### config.mk
export PLATFORM = sky130hd
export DESIGN_NAME = switch_nport_rr_flat
export DESIGN_NICKNAME = d
export VERILOG_FILES = /design/src/rtl/switch_nport_rr_pkg.sv /design/src/rtl/switch_nport_rr_if.sv /design/src/rtl/switch_nport_rr_fifo.sv /design/src/rtl/switch_nport_rr.sv /design/src/flat_wrapper.sv
export SDC_FILE = /design/constraint.sdc
export NUM_CORES = 1
export LEC_CHECK = 0
export ABC_AREA = 1
export CORE_MARGIN = 1.5
export CORE_UTILIZATION = 40
export CTS_CLUSTER_SIZE = 40
export DETAILED_ROUTE_END_ITERATION = 10
export GPL_ROUTABILITY_DRIVEN = 1
export PLACE_DENSITY = 0.61
export SKIP_LAST_GASP = 1
export SLEW_MARGIN = 10
export SYNTH_ARGS = -nofsm -noshare
export SYNTH_HDL_FRONTEND = slang
export SYNTH_HIERARCHICAL = 1
export SYNTH_SLANG_ARGS = --single-unit
### constraint.sdc
create_clock -name clk -period 4.22 [get_ports clk]
set_clock_uncertainty 0.2 [all_clocks]
set_input_delay 0.844 -clock clk [delete_from_list [all_inputs] [get_ports clk]]
set_output_delay 0.844 -clock clk [all_outputs]
set_load 0.1 [all_outputs]
### src/rtl/switch_nport_rr_pkg.sv
`default_nettype none
// ============================================================================
// switch_pkg : shared defaults and the round-robin pick helper for the switch
// Revision   : 1.0
// ============================================================================
package switch_pkg;

   localparam int DEF_NUM_PORTS  = 4;
   localparam int DEF_DATA_W     = 8;
   localparam int DEF_FIFO_DEPTH = 4;
   localparam int MAX_PORTS      = 16;
   localparam int MAX_PW         = 4;

   // Scans upward from ptr and wraps mod 16; request bits at or above the
   // real port count are always zero, so this is equivalent to wrapping mod N.
   function automatic logic [MAX_PORTS-1:0] rr_pick(input logic [MAX_PORTS-1:0] req,
                                                    input logic [MAX_PW-1:0]    ptr);
      logic [MAX_PORTS-1:0] gnt;
      logic                 found;
      logic [MAX_PW-1:0]    idx;
      gnt   = '0;
      found = 1'b0;
      for (int k = 0; k < MAX_PORTS; k++) begin
         idx = ptr + MAX_PW'(k);
         if (!found && req[idx]) begin
            gnt[idx] = 1'b1;
            found    = 1'b1;
         end
      end
      return gnt;
   endfunction

endpackage
`default_nettype wire

### src/rtl/switch_nport_rr_if.sv
`default_nettype none
// ============================================================================
// switch_nport_rr_if : ingress/egress bundle of the N-port switch
// Revision           : 1.0
// ============================================================================
interface switch_nport_rr_if
   import switch_pkg::*;
#(
   parameter int NUM_PORTS = DEF_NUM_PORTS,
   parameter int DATA_W    = DEF_DATA_W
);
   localparam int PORT_W = $clog2(NUM_PORTS);

   logic [NUM_PORTS-1:0]        valid_in;
   logic [NUM_PORTS-1:0]        ready_in;
   logic [NUM_PORTS*PORT_W-1:0] source_in;
   logic [NUM_PORTS*PORT_W-1:0] target_in;
   logic [NUM_PORTS*DATA_W-1:0] data_in;
   logic [NUM_PORTS-1:0]        valid_out;
   logic [NUM_PORTS*PORT_W-1:0] source_out;
   logic [NUM_PORTS*PORT_W-1:0] target_out;
   logic [NUM_PORTS*DATA_W-1:0] data_out;
   logic [15:0]                 drop_cnt;

   modport master (
      output valid_in, source_in, target_in, data_in,
      input  ready_in, valid_out, source_out, target_out, data_out, drop_cnt
   );

   modport slave (
      input  valid_in, source_in, target_in, data_in,
      output ready_in, valid_out, source_out, target_out, data_out, drop_cnt
   );

endinterface
`default_nettype wire

### src/rtl/switch_nport_rr_fifo.sv
`default_nettype none
// ============================================================================
// switch_fifo : synchronous FIFO, power-of-2 depth, head visible when non-empty
// Revision    : 1.0
// ============================================================================
module switch_fifo #(
   parameter int WIDTH = 8,
   parameter int DEPTH = 4
) (
   input  wire logic             clk,
   input  wire logic             rst_n,
   input  wire logic             push,
   input  wire logic             pop,
   input  wire logic [WIDTH-1:0] wdata,
   output logic                  full,
   output logic                  empty,
   output logic      [WIDTH-1:0] head
);
   localparam int AW = (DEPTH > 1) ? $clog2(DEPTH) : 1;
   localparam int CW = $clog2(DEPTH + 1);

   logic [WIDTH-1:0] r_mem [DEPTH];
   logic [AW-1:0]    r_wr;
   logic [AW-1:0]    r_rd;
   logic [CW-1:0]    r_count;
   logic             w_push;
   logic             w_pop;

   // Fullness comes from registered count only: a pop never frees a slot
   // for a push in the same cycle.
   assign full   = (r_count == CW'(DEPTH));
   assign empty  = (r_count == '0);
   assign head   = r_mem[r_rd];
   assign w_push = push & ~full;
   assign w_pop  = pop & ~empty;

   always_ff @(posedge clk) begin
      if (w_push) r_mem[r_wr] <= wdata;
   end

   always_ff @(posedge clk or negedge rst_n) begin
      if (!rst_n) begin
         r_wr    <= '0;
         r_rd    <= '0;
         r_count <= '0;
      end else begin
         if (w_push) r_wr <= r_wr + AW'(1);
         if (w_pop)  r_rd <= r_rd + AW'(1);
         if (w_push && !w_pop)      r_count <= r_count + CW'(1);
         else if (!w_push && w_pop) r_count <= r_count - CW'(1);
      end
   end

endmodule
`default_nettype wire

### src/rtl/switch_nport_rr.sv
`default_nettype none
// ============================================================================
// switch_nport_rr : N-port packet switch, ingress FIFOs, per-egress RR arbiter
// Revision        : 1.0
// ============================================================================
module switch_nport_rr
   import switch_pkg::*;
#(
   parameter int NUM_PORTS  = DEF_NUM_PORTS,
   parameter int DATA_W     = DEF_DATA_W,
   parameter int FIFO_DEPTH = DEF_FIFO_DEPTH
) (
   input wire logic         clk,
   input wire logic         rst_n,
   switch_nport_rr_if.slave bus
);
   localparam int PORT_W = $clog2(NUM_PORTS);
   localparam int CNT_W  = $clog2(NUM_PORTS + 1);
   localparam logic [PORT_W:0] c_num_ports = (PORT_W+1)'(NUM_PORTS);

   typedef struct packed {
      logic [PORT_W-1:0] source;
      logic [PORT_W-1:0] target;
      logic [DATA_W-1:0] data;
   } pkt_t;
   localparam int PKT_W = $bits(pkt_t);

   pkt_t                  w_in_pkt [NUM_PORTS];
   pkt_t                  w_head   [NUM_PORTS];
   pkt_t                  w_sel    [NUM_PORTS];
   pkt_t                  r_out    [NUM_PORTS];
   logic [NUM_PORTS-1:0]  w_gnt    [NUM_PORTS];
   logic [PORT_W-1:0]     r_ptr    [NUM_PORTS];
   logic [PORT_W-1:0]     w_ptr_nxt[NUM_PORTS];
   logic [NUM_PORTS-1:0]  w_full, w_empty, w_bad, w_accept, w_push, w_pop;
   logic [NUM_PORTS-1:0]  w_any_gnt;
   logic [NUM_PORTS-1:0]  r_valid;
   logic [MAX_PORTS-1:0]  w_req16, w_gnt16;
   logic [15:0]           r_drop, w_drop_nxt;
   logic [16:0]           w_drop_sum;
   logic [CNT_W-1:0]      w_drop_inc;

   for (genvar i = 0; i < NUM_PORTS; i++) begin : g_port
      assign w_in_pkt[i] = {bus.source_in[i*PORT_W +: PORT_W],
                            bus.target_in[i*PORT_W +: PORT_W],
                            bus.data_in[i*DATA_W +: DATA_W]};
      // Out-of-range targets are still handshaken, just never enqueued.
      assign w_bad[i]    = ({1'b0, w_in_pkt[i].target} >= c_num_ports);
      assign w_accept[i] = bus.valid_in[i] & ~w_full[i];
      assign w_push[i]   = w_accept[i] & ~w_bad[i];

      switch_fifo #(
         .WIDTH(PKT_W),
         .DEPTH(FIFO_DEPTH)
      ) u_fifo (
         .clk  (clk),
         .rst_n(rst_n),
         .push (w_push[i]),
         .pop  (w_pop[i]),
         .wdata(w_in_pkt[i]),
         .full (w_full[i]),
         .empty(w_empty[i]),
         .head (w_head[i])
      );

      assign bus.source_out[i*PORT_W +: PORT_W] = r_out[i].source;
      assign bus.target_out[i*PORT_W +: PORT_W] = r_out[i].target;
      assign bus.data_out[i*DATA_W +: DATA_W]   = r_out[i].data;
   end

   assign bus.ready_in  = ~w_full;
   assign bus.valid_out = r_valid;
   assign bus.drop_cnt  = r_drop;

   always_comb begin
      w_pop     = '0;
      w_any_gnt = '0;
      w_req16   = '0;
      w_gnt16   = '0;
      for (int j = 0; j < NUM_PORTS; j++) begin
         w_req16 = '0;
         for (int i = 0; i < NUM_PORTS; i++) begin
            w_req16[i] = ~w_empty[i] && (w_head[i].target == PORT_W'(j));
         end
         w_gnt16      = rr_pick(w_req16, MAX_PW'(r_ptr[j]));
         w_gnt[j]     = w_gnt16[NUM_PORTS-1:0];
         w_any_gnt[j] = |w_gnt[j];
         w_pop        = w_pop | w_gnt[j];
         w_ptr_nxt[j] = r_ptr[j];
         w_sel[j]     = '0;
         for (int i = 0; i < NUM_PORTS; i++) begin
            if (w_gnt[j][i]) begin
               w_ptr_nxt[j] = (i == NUM_PORTS-1) ? '0 : PORT_W'(i + 1);
               w_sel[j]     = w_head[i];
            end
         end
      end
   end

   // Several ports may drop in the same cycle, so add the whole batch.
   always_comb begin
      w_drop_inc = '0;
      for (int i = 0; i < NUM_PORTS; i++) begin
         w_drop_inc = w_drop_inc + CNT_W'(w_accept[i] & w_bad[i]);
      end
      w_drop_sum = {1'b0, r_drop} + 17'(w_drop_inc);
      w_drop_nxt = w_drop_sum[16] ? 16'hFFFF : w_drop_sum[15:0];
   end

   always_ff @(posedge clk or negedge rst_n) begin
      if (!rst_n) begin
         r_valid <= '0;
         r_drop  <= '0;
         for (int j = 0; j < NUM_PORTS; j++) begin
            r_ptr[j] <= '0;
            r_out[j] <= '0;
         end
      end else begin
         r_valid <= w_any_gnt;
         r_drop  <= w_drop_nxt;
         for (int j = 0; j < NUM_PORTS; j++) begin
            r_ptr[j] <= w_ptr_nxt[j];
            if (w_any_gnt[j]) r_out[j] <= w_sel[j];
         end
      end
   end

endmodule
`default_nettype wire

### src/flat_wrapper.sv
// flat-port wrapper written by rule: the top's interface ports become plain ports
module switch_nport_rr_flat import switch_pkg::*;
#(
   parameter int NUM_PORTS  = DEF_NUM_PORTS,
   parameter int DATA_W     = DEF_DATA_W,
   parameter int FIFO_DEPTH = DEF_FIFO_DEPTH
)
  (clk, rst_n, bus_valid_in, bus_source_in, bus_target_in, bus_data_in, bus_ready_in, bus_valid_out, bus_source_out, bus_target_out, bus_data_out, bus_drop_cnt);
  switch_nport_rr_if #(.NUM_PORTS(NUM_PORTS), .DATA_W(DATA_W)) bus_i ();
  input wire logic clk;
  input wire logic rst_n;
  input wire logic [$bits(bus_i.valid_in)-1:0] bus_valid_in;
  input wire logic [$bits(bus_i.source_in)-1:0] bus_source_in;
  input wire logic [$bits(bus_i.target_in)-1:0] bus_target_in;
  input wire logic [$bits(bus_i.data_in)-1:0] bus_data_in;
  output wire logic [$bits(bus_i.ready_in)-1:0] bus_ready_in;
  output wire logic [$bits(bus_i.valid_out)-1:0] bus_valid_out;
  output wire logic [$bits(bus_i.source_out)-1:0] bus_source_out;
  output wire logic [$bits(bus_i.target_out)-1:0] bus_target_out;
  output wire logic [$bits(bus_i.data_out)-1:0] bus_data_out;
  output wire logic [$bits(bus_i.drop_cnt)-1:0] bus_drop_cnt;
  assign bus_i.valid_in = bus_valid_in;
  assign bus_i.source_in = bus_source_in;
  assign bus_i.target_in = bus_target_in;
  assign bus_i.data_in = bus_data_in;
  assign bus_ready_in = bus_i.ready_in;
  assign bus_valid_out = bus_i.valid_out;
  assign bus_source_out = bus_i.source_out;
  assign bus_target_out = bus_i.target_out;
  assign bus_data_out = bus_i.data_out;
  assign bus_drop_cnt = bus_i.drop_cnt;
  switch_nport_rr #(.NUM_PORTS(NUM_PORTS), .DATA_W(DATA_W), .FIFO_DEPTH(FIFO_DEPTH)) u_core (.clk(clk), .rst_n(rst_n), .bus(bus_i));
endmodule
# Word-level counts from Yosys, hierarchy flattened
# Memories as Yosys holds them, arrays and structs flattened.
# Index checks and enable logic that the tools add are counted.
# op_classes
n_addsub,76
n_lt_le_gt_ge,128
n_eq_ne,16
muxes,428
bitwise_logic,84
n_reduce_logical,236
# op_table
operator,n
$lt 4x5->1 const B,60
$mux 4,64
$or 4x4->4,63
$bmux 1 s4,60
$demux 1 s4,60
$ge 4x1->1 const B,60
$mux 1,196
$mux 12,16
$logic_and 1x1->1,148
$logic_not 1->1,68
$add 2x3->4 const B,16
$add 2x4->4 const B,16
$add 3x3->4 const B,8
$mux 2,16
$add 2x2->3 const B,8
$mux 3,8
$lt 2x5->1 const B,4
$add 2x1->2 const B,8
$add 3x1->4 const B,4
$add 3x2->4 const B,4
$eq 2x2->1 const B,8
$reduce_bool 4->1,4
$reduce_or 4->1,4
$add 2x1->3 const B,4
other kinds (13),61
# totals
register_bits,88
ram_bits,192
inputBits,54
output_inout_bits,72
mem_count,4
# memory_table
name,words,word_bits,rd,rd_clocked_by_memory_dff,write_ports,line_no,source
u_core.g_port[0].u_fifo.r_mem,4,12,1,0,1,switch_nport_rr_fifo.sv:22,logic [WIDTH-1:0] r_mem [DEPTH];
u_core.g_port[1].u_fifo.r_mem,4,12,1,0,1,switch_nport_rr_fifo.sv:22,
u_core.g_port[2].u_fifo.r_mem,4,12,1,0,1,switch_nport_rr_fifo.sv:22,
u_core.g_port[3].u_fifo.r_mem,4,12,1,0,1,switch_nport_rr_fifo.sv:22,

# Logic depth before layout (Yosys ltp)
# depth
ltp_word,58
depth_mapped,31
ltp_nobuf,28

# Cells and area by module
# The synthesis kept the hierarchy.
# modules_own_cells
module,instances,cells_each,area_per_inst_um2,seq_area_each_um2
switch_fifo,4,201,2401.1,1616.6
switch_nport_rr,1,1018,6487.5,1501.4

# Worst setup path after synthesis
# OpenSTA, ideal clock, no wires.
# synth_timing
path_kind,flip-flop to flip-flop
start,reg u_core.g_port[2].u_fifo.r_rd[0]
end,reg u_core.g_port[3].u_fifo.r_count[2]
setup_time_ns,0.117
arrival_time_ns,3.315
t_required_ns,3.903
path_slack_ns,0.588
stages_incl_launch_ff,27
n_path_buf,4
period_less_slack_ns,3.632
cell_sequence,dfrtp_1 -> inv_2 -> buf_6 -> buf_6 -> o211ai_2 -> nand2_1 -> buf_6 -> nor2_2 -> nand3_1 -> nand3_1 -> nand3_2 -> nand3_2 -> nor2_2 -> nand2_2 -> nor2_1 -> nand3b_2 -> inv_2 -> buf_2 -> nand4_1 -> nand2_1 -> ha_1 -> inv_1 -> fa_1 -> nand2_1 -> nand3_1 -> nand2_1 -> nand2_1
# synth_rtl
item,line_no,source
start: declaration,switch_nport_rr_fifo.sv:24,logic [AW-1:0] r_rd;
start signal: assignment,switch_nport_rr_fifo.sv:48,if (w_pop) r_rd <= r_rd + AW'(1);
end signal: assignment,switch_nport_rr_fifo.sv:49,if (w_push && !w_pop) r_count <= r_count + CW'(1);
end signal: assignment,switch_nport_rr_fifo.sv:50,else if (!w_push && w_pop) r_count <= r_count - CW'(1);
end: declaration,switch_nport_rr_fifo.sv:25,logic [CW-1:0] r_count;

==> flow_metrics.env <==
export IMPL_status="finished clean"
export IMPL_syn_instance_count=1822
export IMPL_ant_nets=0
export IMPL_grt_start_max_net_pins=46
export IMPL_setup_viol=0
export IMPL_drc=0
export IMPL_area_growth_pct=16.68
export IMPL_clk_latency_ns=0.57
export IMPL_synth_seq_cells=280
export IMPL_slew_headroom=0.3466
export IMPL_cp_start_kind="flop"
export IMPL_cts_setup_buffers=0
export IMPL_layout_commonest_cell="nand2_1"
export IMPL_gp_congestion=0.8964
export IMPL_cp_required_ns=4.45
export IMPL_fillCellCount=3776
export IMPL_grt_overflow_total=0
export IMPL_antenna_cells=0
export IMPL_cts_tree="built"
export IMPL_dr_pass1_iters=5
export IMPL_die_h_microns=203.6
export IMPL_finalCritPeriodShare=0.9321
export IMPL_seq_area_sq_um=7971
export IMPL_wirelength_mm=42.90
export IMPL_multi_input_area_sq_um=6591
export IMPL_root_buffer="clkbuf_16"
export IMPL_start_util=0.4050
export IMPL_final_util=0.4726
export IMPL_h_tree_depth=1
export IMPL_drtIter0Drc=1056
export IMPL_num_rows=73
export IMPL_core_sq_um=39730
export IMPL_avgRoutedWirePerCell_microns=17.13
export IMPL_ys_async_sr_fraction=0.3143
export IMPL_die_area_sq_um=41440
export IMPL_drive_gt1_frac=0.1521
export IMPL_endpoint_kind="flop"
export IMPL_viasPerCell=5.200
export IMPL_numCtsBuffers=30
export IMPL_die_w_microns=203.6
export IMPL_nNetsFinal=2062
export IMPL_cts_hold_buf=0
export IMPL_path_class="flop to flop"
export IMPL_synth_edf_count=192
export IMPL_ys_warn_count=6
export IMPL_synth_cell_types=38
export IMPL_tightest_slew_ns=0.9771
export IMPL_rsz0062_at_grt="true"
export IMPL_final_cell_mix="nand2_1, nand3_1, inv_1, edfxtp_1, nor2_1"
export IMPL_synth_avg_cell_area_sq_um=8.832
export IMPL_antenna_found_initial=0
export IMPL_grt_pass1_vias=12210
export IMPL_cts_buffer_depth=3
export IMPL_port_buffers=109
export IMPL_vias=13020
export IMPL_reg2reg_depth=24
export IMPL_fmax_mhz=254.2
export IMPL_worst_endpoint_arrival_ns=4.16
export IMPL_synth_ff_type="edfxtp_1"
export IMPL_maxCapViolCount=0
export IMPL_hold_path_class="primary input to async pin"
export IMPL_ys_seq_area_frac=0.4951
export IMPL_critPathMaxFanout=17
export IMPL_path_clk_slew_ns=0.06
export IMPL_hpwl_mm=31.53
export IMPL_grt_pass1_wl_mm=67.49
export IMPL_num_io_pins=126
export IMPL_period_needed_ns=3.933
export IMPL_syn_area_sq_um=16090
export IMPL_numClockSinks=280
export IMPL_slew_violations=0
export IMPL_final_hold_viol_count=0
export IMPL_gr_usage_all_layers=0.2078
==> per-layer routing <==
metal,vias up,track usage,wire length [microns]
li1,6290,-,-
met1,6178,0.2767,18390
met2,459,0.3463,20530
met3,93,0.02748,2487
met4,0,0.07566,1492
met5,-,0,0
==> stage by stage <==
stage | TNS, ns | area, sq um | std cells | hold WS, ns | setup slack, ns
global placement | 0 | 17790 | 2449 | 0.2721 | 0.3010
detailed placement | 0 | 17790 | 2449 | 0.2672 | 0.2663
finish | 0 | 18780 | 2504 | 0.1079 | 0.2867
floorplan | 0 | 16150 | 1837 | 0.2820 | 0.5876
CTS | 0 | 18750 | 2504 | 0.1296 | 0.2722
global route | -0.01004 | 18780 | 2504 | 0.1550 | -0.005802
==> critical path, cell delays in order, from the launching register on <==
cell,delay [ns]
dfrtp_1,0.42
inv_4,0.17
nand2_1,0.07
o211ai_1,0.08
nand2_1,0.20
buf_4,0.22
inv_2,0.05
nor2_2,0.04
nand3_2,0.11
nand3_1,0.11
nand3_1,0.15
clkinv_1,0.11
nor2_2,0.14
nand2_1,0.08
nor2_2,0.18
nand2_1,0.09
nand3_2,0.11
nor2_1,0.07
nand2_1,0.17
nand2_1,0.11
ha_1,0.23
inv_1,0.10
fa_1,0.43
nand2_1,0.08
o21ai_0,0.08
==> timing repair <==
item                                   4_1_cts  5_1_grt
gates resized for setup                      0       14
setup endpoints to repair                    0        6
endpoints found under the hold margin        0        0
==> synth_stat cells, types with 14 or more instances <==
cell type  count  area (sq um)
nand2_2       19         118.9
nand3_2       22         220.2
nor2_2        18         112.6
o211ai_1      61         457.9
a21oi_1      100         500.5
o211ai_2      36         450.4
edfxtp_1     192          5766
nand3_1      233          1166
inv_2         43         161.4
ha_1          48         600.6
buf_2         46         230.2
nand4_1       14         87.58
buf_6         19         214.0
inv_1        206         773.2
dfrtp_1       88          2202
buf_4         28         210.2
nand2_1      444          1667
nor2_1       125         469.2
==> logic make-up (layout without fill, tap and decap cells) <==
kind of cell	count (synthesis)	in the layout	share of synthesized area
and+or+nand+nor	909	909	0.2599
buffers and inverters	347	489	0.09999
DFF	280	280	0.4951
AOI/OAI and AO/OA	229	229	0.1003
adders and majority gates	52	52	0.04230
xor gates and xnor gates	4	4	0.002177
other	1	16	0.0002330
==> final cells by class <==
cell class                 count  area share
clock buffer                  32     0.04152
multi-input combinational   1210      0.3511
tap                          525     0.03499
timing repair buffer         182     0.08757
inverter                     252     0.05071
clock inverter                23    0.009596
sequential                   280      0.4246
==> final timing paths <==
path | startpoint | to | slack (ns)
setup / recovery | u_core/g_port[1].u_fifo/r_rd[0] | u_core/g_port[1].u_fifo/r_count[1] | 0.29
hold / removal | rst_n | u_core/g_port[2].u_fifo/r_wr[1] | 0.11
min in group clk | u_core/bus.target_out[4] | u_core/bus.target_out[4] | 0.28
max in group asynchronous | rst_n | u_core/g_port[1].u_fifo/r_rd[1] | 2.96
setup reg to reg | u_core/g_port[1].u_fifo/r_rd[0] | u_core/g_port[1].u_fifo/r_count[1] | 0.29
hold reg to reg | u_core/bus.target_out[4] | u_core/bus.target_out[4] | 0.28
==> registers in the layout (all words and copies together) (netlist names) <==
signal / count
u_core/g_port.u_fifo/r_rd: 8
u_core/bus.valid_out: 4
u_core/g_port.u_fifo/r_mem: 192
u_core/g_port.u_fifo/r_wr: 8
u_core/bus.source_out: 8
u_core/r_ptr: 8
u_core/bus.data_out: 32
u_core/bus.target_out: 8
u_core/g_port.u_fifo/r_count: 12
Power is not shown: default switching activity piles up to over one toggle a cycle in this logic, so the estimate is an artifact.
